==> src/rtl/mole_round_ctrl.sv <==
// Whack-a-mole round controller: random pre-delay, one lit target, hit/miss grading, score and round count.
// Optional MOLE_NO_REPEAT_EN: never light the same target index twice in a row.
module mole_round_ctrl #(
  parameter int N_TARGETS    = 8,
  parameter int MIN_DELAY    = 4,
  parameter int ACTIVE_TICKS = 16,
  parameter int ROUNDS       = 16
) (
  input  logic                 clk,
  input  logic                 rst,
  input  logic                 start,
  input  logic                 tick,
  input  logic [7:0]           rand_num,
  input  logic [N_TARGETS-1:0] btn,
  output logic [N_TARGETS-1:0] target,
  output logic                 hit,
  output logic                 miss,
  output logic [7:0]           score,
  output logic [7:0]           round_cnt,
  output logic                 busy,
  output logic                 done
);

  localparam int IW = (N_TARGETS > 2) ? $clog2(N_TARGETS) : 1;

  typedef enum logic [1:0] {S_IDLE, S_DELAY, S_ACTIVE, S_DONE} state_t;

  state_t         r_state, w_state_next;
  logic [7:0]     r_cnt, r_dly_len, r_score, r_round_cnt;
  logic [IW-1:0]  r_idx;
  logic           r_hit, r_miss;

  logic [7:0]           w_cnt_inc;
  logic [8:0]           w_rc_inc;
  logic [IW-1:0]        w_idx_raw, w_idx_sel;
  logic [N_TARGETS-1:0] w_target_vec;
  logic w_game_start, w_hit_ev, w_wrong_ev, w_timeout_ev, w_miss_ev, w_round_end;
  logic w_last_round, w_enter_delay, w_enter_active, w_running;
  logic w_unused;

  assign w_unused     = rand_num[4];
  assign w_cnt_inc    = r_cnt + 8'd1;
  assign w_rc_inc     = {1'b0, r_round_cnt} + 9'd1;
  assign w_target_vec = {{(N_TARGETS-1){1'b0}}, 1'b1} << r_idx;
  assign w_running    = (r_state == S_DELAY) || (r_state == S_ACTIVE);

  // Grading priority: exact match, then any press, then timeout.
  assign w_game_start = start && ((r_state == S_IDLE) || (r_state == S_DONE));
  assign w_hit_ev     = (r_state == S_ACTIVE) && (btn == w_target_vec);
  assign w_wrong_ev   = (r_state == S_ACTIVE) && !w_hit_ev && (btn != '0);
  assign w_timeout_ev = (r_state == S_ACTIVE) && (btn == '0) && tick &&
                        (w_cnt_inc == 8'(ACTIVE_TICKS));
  assign w_miss_ev    = w_wrong_ev || w_timeout_ev;
  assign w_round_end  = w_hit_ev || w_miss_ev;
  assign w_last_round = (w_rc_inc >= 9'(ROUNDS));

  assign w_enter_delay  = w_game_start || (w_round_end && !w_last_round);
  assign w_enter_active = (r_state == S_DELAY) && tick && (w_cnt_inc == r_dly_len);

  assign w_idx_raw = IW'(rand_num[7:5] & 3'(N_TARGETS - 1));
`ifdef MOLE_NO_REPEAT_EN
  assign w_idx_sel = (w_idx_raw == r_idx) ? w_idx_raw + IW'(1) : w_idx_raw;
`else
  assign w_idx_sel = w_idx_raw;
`endif

  // NOTE: all sequential state uses non-blocking assignments so every
  // register samples pre-edge values, independent of block ordering.
  always_ff @(posedge clk or negedge rst) begin
    if (!rst) r_state <= S_IDLE;
    else      r_state <= w_state_next;
  end

  // NOTE: each always_comb output gets a default first so no path infers a latch.
  always_comb begin
    w_state_next = r_state;
    unique case (r_state)
      S_IDLE, S_DONE: if (w_game_start) w_state_next = S_DELAY;
      S_DELAY:        if (w_enter_active) w_state_next = S_ACTIVE;
      S_ACTIVE:       if (w_round_end) w_state_next = w_last_round ? S_DONE : S_DELAY;
      default:        w_state_next = S_IDLE;
    endcase
  end

  always_comb begin
    target = '0;
    busy   = 1'b0;
    done   = 1'b0;
    unique case (r_state)
      S_DELAY:  busy = 1'b1;
      S_ACTIVE: begin
        busy   = 1'b1;
        target = w_target_vec;
      end
      S_DONE:   done = 1'b1;
      default:  ;
    endcase
  end

  always_ff @(posedge clk or negedge rst) begin
    if (!rst) begin
      r_cnt       <= '0;
      r_dly_len   <= '0;
      r_score     <= '0;
      r_round_cnt <= '0;
      r_idx       <= '0;
      r_hit       <= 1'b0;
      r_miss      <= 1'b0;
    end else begin
      r_hit  <= w_hit_ev;
      r_miss <= w_miss_ev;

      if (w_game_start) begin
        r_score     <= '0;
        r_round_cnt <= '0;
      end else begin
        if (w_hit_ev && (r_score != 8'hFF)) r_score <= r_score + 8'd1;
        if (w_round_end)                    r_round_cnt <= w_rc_inc[7:0];
      end

      if (w_enter_delay) begin
        r_dly_len <= 8'(MIN_DELAY) + {4'd0, rand_num[3:0]};
        r_cnt     <= '0;
      end else if (w_enter_active) begin
        r_idx <= w_idx_sel;
        r_cnt <= '0;
      end else if (tick && w_running) begin
        r_cnt <= w_cnt_inc;
      end
    end
  end

  assign hit       = r_hit;
  assign miss      = r_miss;
  assign score     = r_score;
  assign round_cnt = r_round_cnt;

endmodule
==> config.mk <==
export PLATFORM = sky130hd
export DESIGN_NAME = mole_round_ctrl
export DESIGN_NICKNAME = d
export VERILOG_FILES = /design/src/rtl/mole_round_ctrl.sv
export SDC_FILE = /design/constraint.sdc
export NUM_CORES = 1
export LEC_CHECK = 0
export CORE_MARGIN = 5
export CORE_UTILIZATION = 45
export DETAILED_ROUTE_END_ITERATION = 8
export PLACE_DENSITY_LB_ADDON = 0.25
export SETUP_SLACK_MARGIN = 0.1
export SLEW_MARGIN = 20
export SYNTH_ARGS = -nofsm -noshare
export SYNTH_HDL_FRONTEND = slang
export SYNTH_SLANG_ARGS = --single-unit
==> constraint.sdc <==
create_clock -name clk -period 3.25 [get_ports clk]
set_input_delay 0.8125 -clock clk [delete_from_list [all_inputs] [get_ports clk]]
set_output_delay 0.8125 -clock clk [all_outputs]
set_load 0.01 [all_outputs]
==> flow_metrics.tcl <==
set metrics [dict create \
    finalSetupTns_ns 0 \
    multi_input_area_um2 1350 \
    cp_slowest_stage_delay_ns 0.56 \
    rows 26 \
    initial_core_util 0.458 \
    routed_via_density 5.41 \
    register_area_um2 901 \
    outcome "finished, final reports clean" \
    synth_warnings 0 \
    synthCells 257 \
    synth-seq-cells 36 \
    syn-num-nets 286 \
    nets 345 \
    synth_most_common_cell "dfrtp_1" \
    critical_path_class "in2reg" \
    drv_cap 0 \
    path_max_fanout 10 \
    cts_tree "yes" \
    r2r-start "r_cnt[0]" \
    leakage_nw 1.29 \
    slew_headroom 0.683 \
    async_flop_share 1.00 \
    drtIter0Drc 81 \
    gp_congestion 0.863 \
    cp_cell_sequence "clkdlybuf4s50_1 -> or4_4 -> or4_4 -> a211o_1 -> a31oi_1 -> buf_4 -> mux2_2" \
    grt.total_usage 0.168 \
    clock_skew_ns 0.0105 \
    antennaDiodeCount 0 \
    tightest_slew_ns 0.476 \
    cts-buffers-inserted 5 \
    cp.required_ns 3.42 \
    synthesis.area_um2 2320 \
    rsz0062_at_grt "yes" \
    antenna_found_initial 0 \
    vias 2095 \
    fin_crit_ns 3.13 \
    synth.avg_cell_area_um2 9.04 \
    synth_edf_count 0 \
    htreeDepth 2 \
    synth_top_cells_by_count "dfrtp_1, nor2_1, nand2_1, xnor2_1, a21oi_1" \
    clock-root-buffer "clkbuf_8" \
    crit_path_start "btn[0]" \
    power_density_nw_per_um2 557 \
    dieArea_um2 6700 \
    grt_pass1_vias 1870 \
    hpwl_mm 4.01 \
    hold_path.class "reg2reg" \
    drc 0 \
    crit_path_start_kind "input pin" \
    die_h_um 81.8 \
    drt_pass1_iterations 4 \
    grt_pass1_wl_mm 8.72 \
    io_pins 48 \
    vdd_drop_max_mv 0.544 \
    fill_cells 471 \
    cpMaxStageDelayCell "or4_4" \
    port_buffers 46 \
    stdcell_count 387 \
    worstHoldStart "r_dly_len[1]" \
    clk_latency_ns 0.29 \
    clockBufferDepth 2 \
    cts_sinks 36 \
    drt-total-wl_mm 5.35 \
    antenna_left 0 \
    yosysTopAreaCell "dfrtp_1" \
    cts_setup_buffers 0 \
    finalSetupViolations 0 \
    die_x_um 81.8 \
    hold_ws_ns 0.527 \
    critPathMostFrequentCell "or4_4" \
    synthFlopType "dfrtp_1" \
    critPathArrivalTime_ns 3.30 \
    slew_viol_final 0 \
    grt_max_degree 37 \
    dp.cells 379 \
    path_clk_slew_ns 0.07 \
    synth_area_leaders "dfrtp_1, xnor2_1, nor2_1" \
    coreArea_um2 5070 \
    ys_seq_area_frac 0.388 \
    clock.fmax_mhz 320 \
    end_kind "flip-flop" \
    wl_per_cell_um 13.8 \
    fin_util 0.603 \
    fin_crit_sh 0.962 \
    drive_gt1_frac 0.129 \
    ys_types 49 \
    grt_remaining_overflow 0 \
    area_delta_synth_final_pct 31.8 \
    synth_top_area_frac 0.388 \
    finalHoldViolCount 0 \
]
## where the power goes
part	total, W	switching [W]	internal (W)
clock network	0.000397	0.000169	0.000227
registers	0.000669	0.000135	0.000534
logic	0.000640	0.000310	0.000330
## sequential cells by signal, indices dropped and copies added (netlist names)
name,flops
r_cnt,8
round_cnt,8
score,8
r_dly_len,5
r_idx,3
r_state,2
hit,1
miss,1
## area by class of cell
type | instances | share of cell area
clock inverters | 3 | 0.0139
repair buffers | 62 | 0.190
well taps | 70 | 0.0286
multi-input cells | 203 | 0.441
inverters | 8 | 0.00981
clock buffers | 5 | 0.0225
flip-flops and latches | 36 | 0.294
## stage by stage
stage          worst slack, ns  power, W  cell area [µm²]
2_1_floorplan            0.308   0.00112             2320
3_3_place_gp            -0.217   0.00129             2940
4_1_cts                  0.123   0.00172             3060
5_1_grt                 0.0606   0.00184             3060
3_5_place_dp            -0.231   0.00131             2940
6_report                 0.123   0.00171             3060
## worst paths after layout
check,slack [ns],end,cells after the start
hold / removal,0.53,r_dly_len[1],1
hold reg to reg,0.53,r_dly_len[1],1
setup reg to reg,0.43,r_idx[0],6
max in group asynchronous,1.98,r_idx[2],2
setup / recovery,0.12,r_dly_len[3],7
min in group asynchronous,0.93,round_cnt[5],2
## worst max-delay path: cells and delay by family
family | cells | cell delay (ns)
compound gates | 2 | 0.41
buf+inv | 2 | 0.63
mux | 1 | 0.34
simple gates | 2 | 1.10
## layer usage
layer | GRT usage | wire, µm | vias to the layer above
met2 | 0.273 | 2480 | 51
li1 | - | - | 1029
met4 | 0.0449 | 42 | 0
met1 | 0.228 | 2580 | 1010
met5 | 0 | 0 | -
met3 | 0.0340 | 250 | 5
## cells in the final DEF, fill, tap and decap left out, drive strengths merged, types with 2 or more instances in the layout
master	n
a211o	2
a211oi	4
a21boi	4
a21oi	13
a31oi	3
a32o	2
and3	2
buf	16
clkbuf	5
clkdlybuf4s50	46
dfrtp	36
ha	9
inv	8
mux2	7
mux2i	3
nand2	22
nand2b	11
nand3	11
nand4	5
nor2	31
nor2b	5
nor3	7
nor4	3
o21a	2
o21ai	9
o221ai	2
o22ai	2
or2	2
or3	4
or4	3
xnor2	17
xor2	6
## logic make-up after synthesis
logic type | count (synthesis) | synth area share
simple gates | 110 | 0.237
compound gates | 50 | 0.149
flops | 36 | 0.388
xor+xnor | 24 | 0.0964
buf+inv | 18 | 0.0345
mux | 10 | 0.0469
fa+ha+maj | 9 | 0.0485
## repair_timing
item / CTS / global route
gates resized for setup: 1 / 4
hold buffers: 0 / 0
pin swaps: 2 / 0
setup endpoints to repair: 7 / 10
(Power assumes the default switching activity.)
==> edit 1: new RTL, same settings <==
The 4 states of `state_t` get a one-hot encoding in 4 bits.
--- a/src/rtl/mole_round_ctrl.sv
+++ b/src/rtl/mole_round_ctrl.sv
@@ -25,3 +25,3 @@
 
-  typedef enum logic [1:0] {S_IDLE, S_DELAY, S_ACTIVE, S_DONE} state_t;
+  typedef enum logic [3:0] {S_IDLE = 4'b0001, S_DELAY = 4'b0010, S_ACTIVE = 4'b0100, S_DONE = 4'b1000} state_t;
 
Function: no difference found for any inputs over 10 cycles, from zero or initial values and one cycle with rst low; not proved beyond that.
==> edit 1 against the original RTL <==
Sequential cell count up 2. Non-clock buffer count decreased by 9. Setup slack gained 83 ps. Clock power down 16%. Wire length up 2.9%. Maximum frequency up 2.7%. Sequential share of layout area up 1.9 points. Design area shrank 0.61%. Power decreased by 21%. Area after synthesis up 4.8%. Highest routed layer unchanged.
==> edit 1: results (changes against the original RTL) <==
metric,value,unit,change
port bufs,46,,unchanged
Hold Path Class,flip-flop to flip-flop,,
most common library cells after synthesis,"dfrtp_1 (37), nor2_1 (21), nand2_1 (17)",,
ranking of synthesized cells by area,"dfrtp_1 (38%), nor2_1 (3.2%), ha_1 (3.1%), nand3_1 (3.1%), a21oi_1 (2.9%)",,
Worst Setup SP,r_state[3],,
Avg WL per Cell,14.3,um,+3.4%
Worst Path Max Fanout,9,,-1
Post-synth top flop,dfrtp_1,,
H-tree lvl count,2,,unchanged
total global-route track usage,16.1,%,-0.74 points
ant diodes,0,,unchanged
Hold Startpoint,r_dly_len[3],,
CTS-repair resized insts,0,,-1
Reg2Reg Launch Point,r_cnt[0],,
setup bufs post-CTS,0,,unchanged
final net count,340,,-1.4%
Leakage,1.26,nW,-2.6%
ratio of cells with drive above 1 in the final layout,9.21,%,-3.7 points
status,"complete, no violations",,
Post-synth ARST share,100,%,unchanged
Fin Setup TNS,0,ps,unchanged
DR iter-0 viols,110,,+36%
Hold WS,509,ps,-18.2 ps
Max Cap Viol,0,,unchanged
global-route wire length before repair,9370,um,+7.4%
pin count of the biggest net entering global routing,39,,+5.4%
peak supply drop,0.236,mV,-57%
clk_skew,5.94,ps,-4.52 ps
FF-to-FF setup slack,780,ps,+350 ps
Yosys cell types,55,,+12%
gpl congestion,0.890,,+3.1%
Worst Path Arrival,2230,ps,-1070 ps
first-pass detailed-route iteration total,4,,unchanged
Syn. warnings,0,,unchanged
initial antenna violation count,0,,unchanged
total CTS buffers,5,,unchanged
total number of vias,2153,,+2.8%
Post-synth EDFFs,0,,unchanged
register area share after synthesis,39.1,%,+0.33 points
detailed placer's ending HPWL,4050,um,+0.97%
later-pin clock latency in the skew report,290,ps,about the same
CTS Buffer Depth,2,,unchanged
Worst-Margin Slew,847,ps,+371 ps
root buffer cell,clkbuf_8,,
vias in the first global route,1981,,+5.9%
total gr overflow,0,,unchanged
Clock transition at path regs,70,ps,about the same
syn nets,296,,+3.5%
## edit 1: per-layer routing
layer,share of wire [%],vias up,global-route usage [%]
met2,48,43,27.5
li1,-,1078,-
met1,47,1028,20.4
met5,0,-,0
met3,4.3,4,4.15
met4,0.65,0,3.51
## edit 1: area by class of cell
type / instances / area, um^2
repair buffers: 53 / 508
multi-input cells: 205 / 1360
fillers: 454 / 2130
flip-flops and latches: 38 / 952
clock buffers: 7 / 86.3
well taps: 70 / 87.6
inverters: 11 / 41.3
clock inverters: 1 / 5.00
## edit 1: worst paths after layout
path / to / cells after the start
setup / recovery: target[5] / 3
setup reg to reg: round_cnt[5] / 7
min in group asynchronous: score[2] / 1
hold / removal: r_dly_len[3] / 1
hold reg to reg: r_dly_len[3] / 1
max in group asynchronous: r_cnt[7] / 1
## edit 1: report_power, final
group / total (mW) / internal, mW / switching (mW)
Combinational: 0.356 / 0.178 / 0.177
Sequential: 0.653 / 0.539 / 0.114
Clock: 0.332 / 0.171 / 0.161
## edit 1: kinds of logic after synthesis
group / after synthesis / synth area share [%]
AND/OR/NAND/NOR: 116 / 26.6
AO/OA/AOI/OAI: 58 / 16.1
flip-flops: 38 / 39.1
buffers and inverters: 27 / 5.19
XOR/XNOR: 15 / 5.40
multiplexers: 10 / 4.47
adder cells (fa/ha/maj): 6 / 3.08
## edit 1: through the flow
stage	util (%)	cell area, um^2	cells	worst slack, ps	total power [mW]
6_report	58.8	3040	385	205	1.34
5_1_grt	58.8	3040	385	118	1.44
4_1_cts	58.7	3040	385	145	1.36
3_5_place_dp	56.9	2940	377	47.7	1.02
3_3_place_gp	56.9	2940	377	139	1.01
2_1_floorplan	-	2430	270	733	0.911
## edit 1: critical path, stage by stage, from the launching register on
cell and delay (ps):
dfrtp_1 480, or4b_4 670, nor3_1 230, clkdlybuf4s50_1 570
==> edit 2: new RTL, config.mk and constraints unchanged <==
Made on the original files. `N_TARGETS`: 8 -> 16.
--- a/src/rtl/mole_round_ctrl.sv
+++ b/src/rtl/mole_round_ctrl.sv
@@ -3,3 +3,3 @@
 module mole_round_ctrl #(
-  parameter int N_TARGETS    = 8,
+  parameter int N_TARGETS    = 16,
   parameter int MIN_DELAY    = 4,
Ports: changed (resized btn and target); port bits go from 48 to 64. The function was not compared with the original's and may differ.
==> edit 2 against the original RTL <==
Sequential cell count unchanged. Power down 2.5%. Wire length up 6.0%. Setup slack better by 270 ps. Design area up 1.3%. Register-to-register slack better by 170 ps. Maximum frequency up 9.5%. Clock power down 18%. Area after synthesis up 5.0%. Critical endpoint is now score[3]. Largest cell class unchanged.
==> edit 2: results (changes against the original RTL) <==
metric,value,unit,change
status,"complete, no violations",,
Non-Filler Instances,399,,+3.1%
initial antenna violation count,0,,unchanged
Syn Inst Count,276,,+7.4%
CTS-repair resized insts,0,,-1
port bufs,54,,+17%
final net count,365,,+5.8%
ranking of synthesized cells by area,"dfrtp_1 (37%), ha_1 (4.6%), a21oi_1 (3.7%), o21ai_0 (3.3%), mux2_2 (3.2%)",,
R2R cell count,8,,+2
crit path capture,score[3],,
total number of vias,2225,,+6.2%
first-pass detailed-route iteration total,4,,unchanged
number of instances in the placed design,391,,+3.2%
clk_skew,9.98,ps,-0.484 ps
total global-route track usage,16.2,%,-0.56 points
vias in the first global route,2017,,+7.9%
FF-to-FF setup slack,600,ps,+170 ps
Avg WL per Cell,14.2,um,+2.8%
gpl congestion,0.897,,+4.0%
Worst Path Max Fanout,14,,+4
ratio of cells with drive above 1 in the final layout,6.99,%,-5.9 points
DR iter-0 viols,134,,+65%
register area share after synthesis,36.9,%,-1.9 points
peak supply drop,0.217,mV,-60%
reg2reg end,r_cnt[4],,
Critical-path top delay cell,or4_1,,
Yosys cell types,54,,+10%
detailed placer's ending HPWL,4260,um,+6.1%
## edit 2: changes by cell type in the layout (fill, tap and decap cells not counted), sizes merged, moves of 4 or more
cell           unedited run  this run
xnor2                    17         5
buf                      16         6
nor2                     31        21
clkdlybuf4s50            46        54
conb                      0         8
o21ai                     9        17
nand2b                   11         4
o211ai                    1         7
a21oi                    13        18
or3                       4         9
nor2b                     5         1
## edit 2: power groups by stage
stage          clock network (mW)  logic (mW)  registers, mW
6_report                    0.324       0.638          0.700
3_5_place_dp                    0       0.637          0.707
3_3_place_gp                    0       0.618          0.703
2_1_floorplan                   0       0.511          0.635
4_1_cts                     0.331       0.641          0.699
5_1_grt                     0.347       0.711          0.725
## edit 2: per-layer routing
layer  GRT usage [%]  vias up  wire length, um
met4            4.82        0               80
met1            23.4     1042             2810
met3            3.65       10              296
met5               0        -                0
li1                -     1106                -
met2            24.2       67             2490
## edit 2: worst min path at each step
stage / from / to / slack (ps) / depth (start not counted)
5_1_grt: r_dly_len[0] / r_dly_len[0] / 550 / 1
3_5_place_dp: r_dly_len[0] / r_dly_len[0] / 520 / 1
4_1_cts: r_dly_len[0] / r_dly_len[0] / 540 / 1
3_3_place_gp: r_dly_len[4] / r_dly_len[4] / 520 / 1
2_1_floorplan: r_dly_len[0] / r_dly_len[0] / 500 / 1
6_report: r_dly_len[0] / r_dly_len[0] / 530 / 1
## edit 2: kinds of logic (layout without fill, tap and decap cells)
group | Yosys count | count (layout) | share of synthesized area [%]
flip-flops | 36 | 36 | 36.9
buffers and inverters | 30 | 76 | 6.57
AND/OR/NAND/NOR | 113 | 113 | 25.4
multiplexers | 12 | 12 | 5.29
adder cells (fa/ha/maj) | 9 | 9 | 4.62
other | 1 | 8 | 0.154
XOR/XNOR | 12 | 12 | 4.31
AO/OA/AOI/OAI | 63 | 63 | 16.7
## edit 2: stage by stage
step                utilization [%]  area, um^2  setup WS (ps)  power [mW]
floorplan                         -        2460            795        1.15
global placement               58.2        3010            111        1.32
detailed placement             58.2        3010           89.6        1.34
CTS                            59.9        3100            397        1.67
global route                   59.9        3100            247        1.78
finish                         59.9        3100            393        1.66
## edit 2: final cells by class
class,instances,area (um^2)
inverters,8,30.0
fillers,459,2070
flip-flops and latches,36,901
multi-input cells,217,1400
clock buffers,5,68.8
repair buffers,60,586
well taps,70,87.6
clock inverters,3,23.8
## edit 2: worst max-delay path: cells and delay by family
| family | cells | cell delay (ps) |
|---|---|---|
| buf+inv | 1 | 500 |
| compound gates | 2 | 440 |
| simple gates | 4 | 1340 |
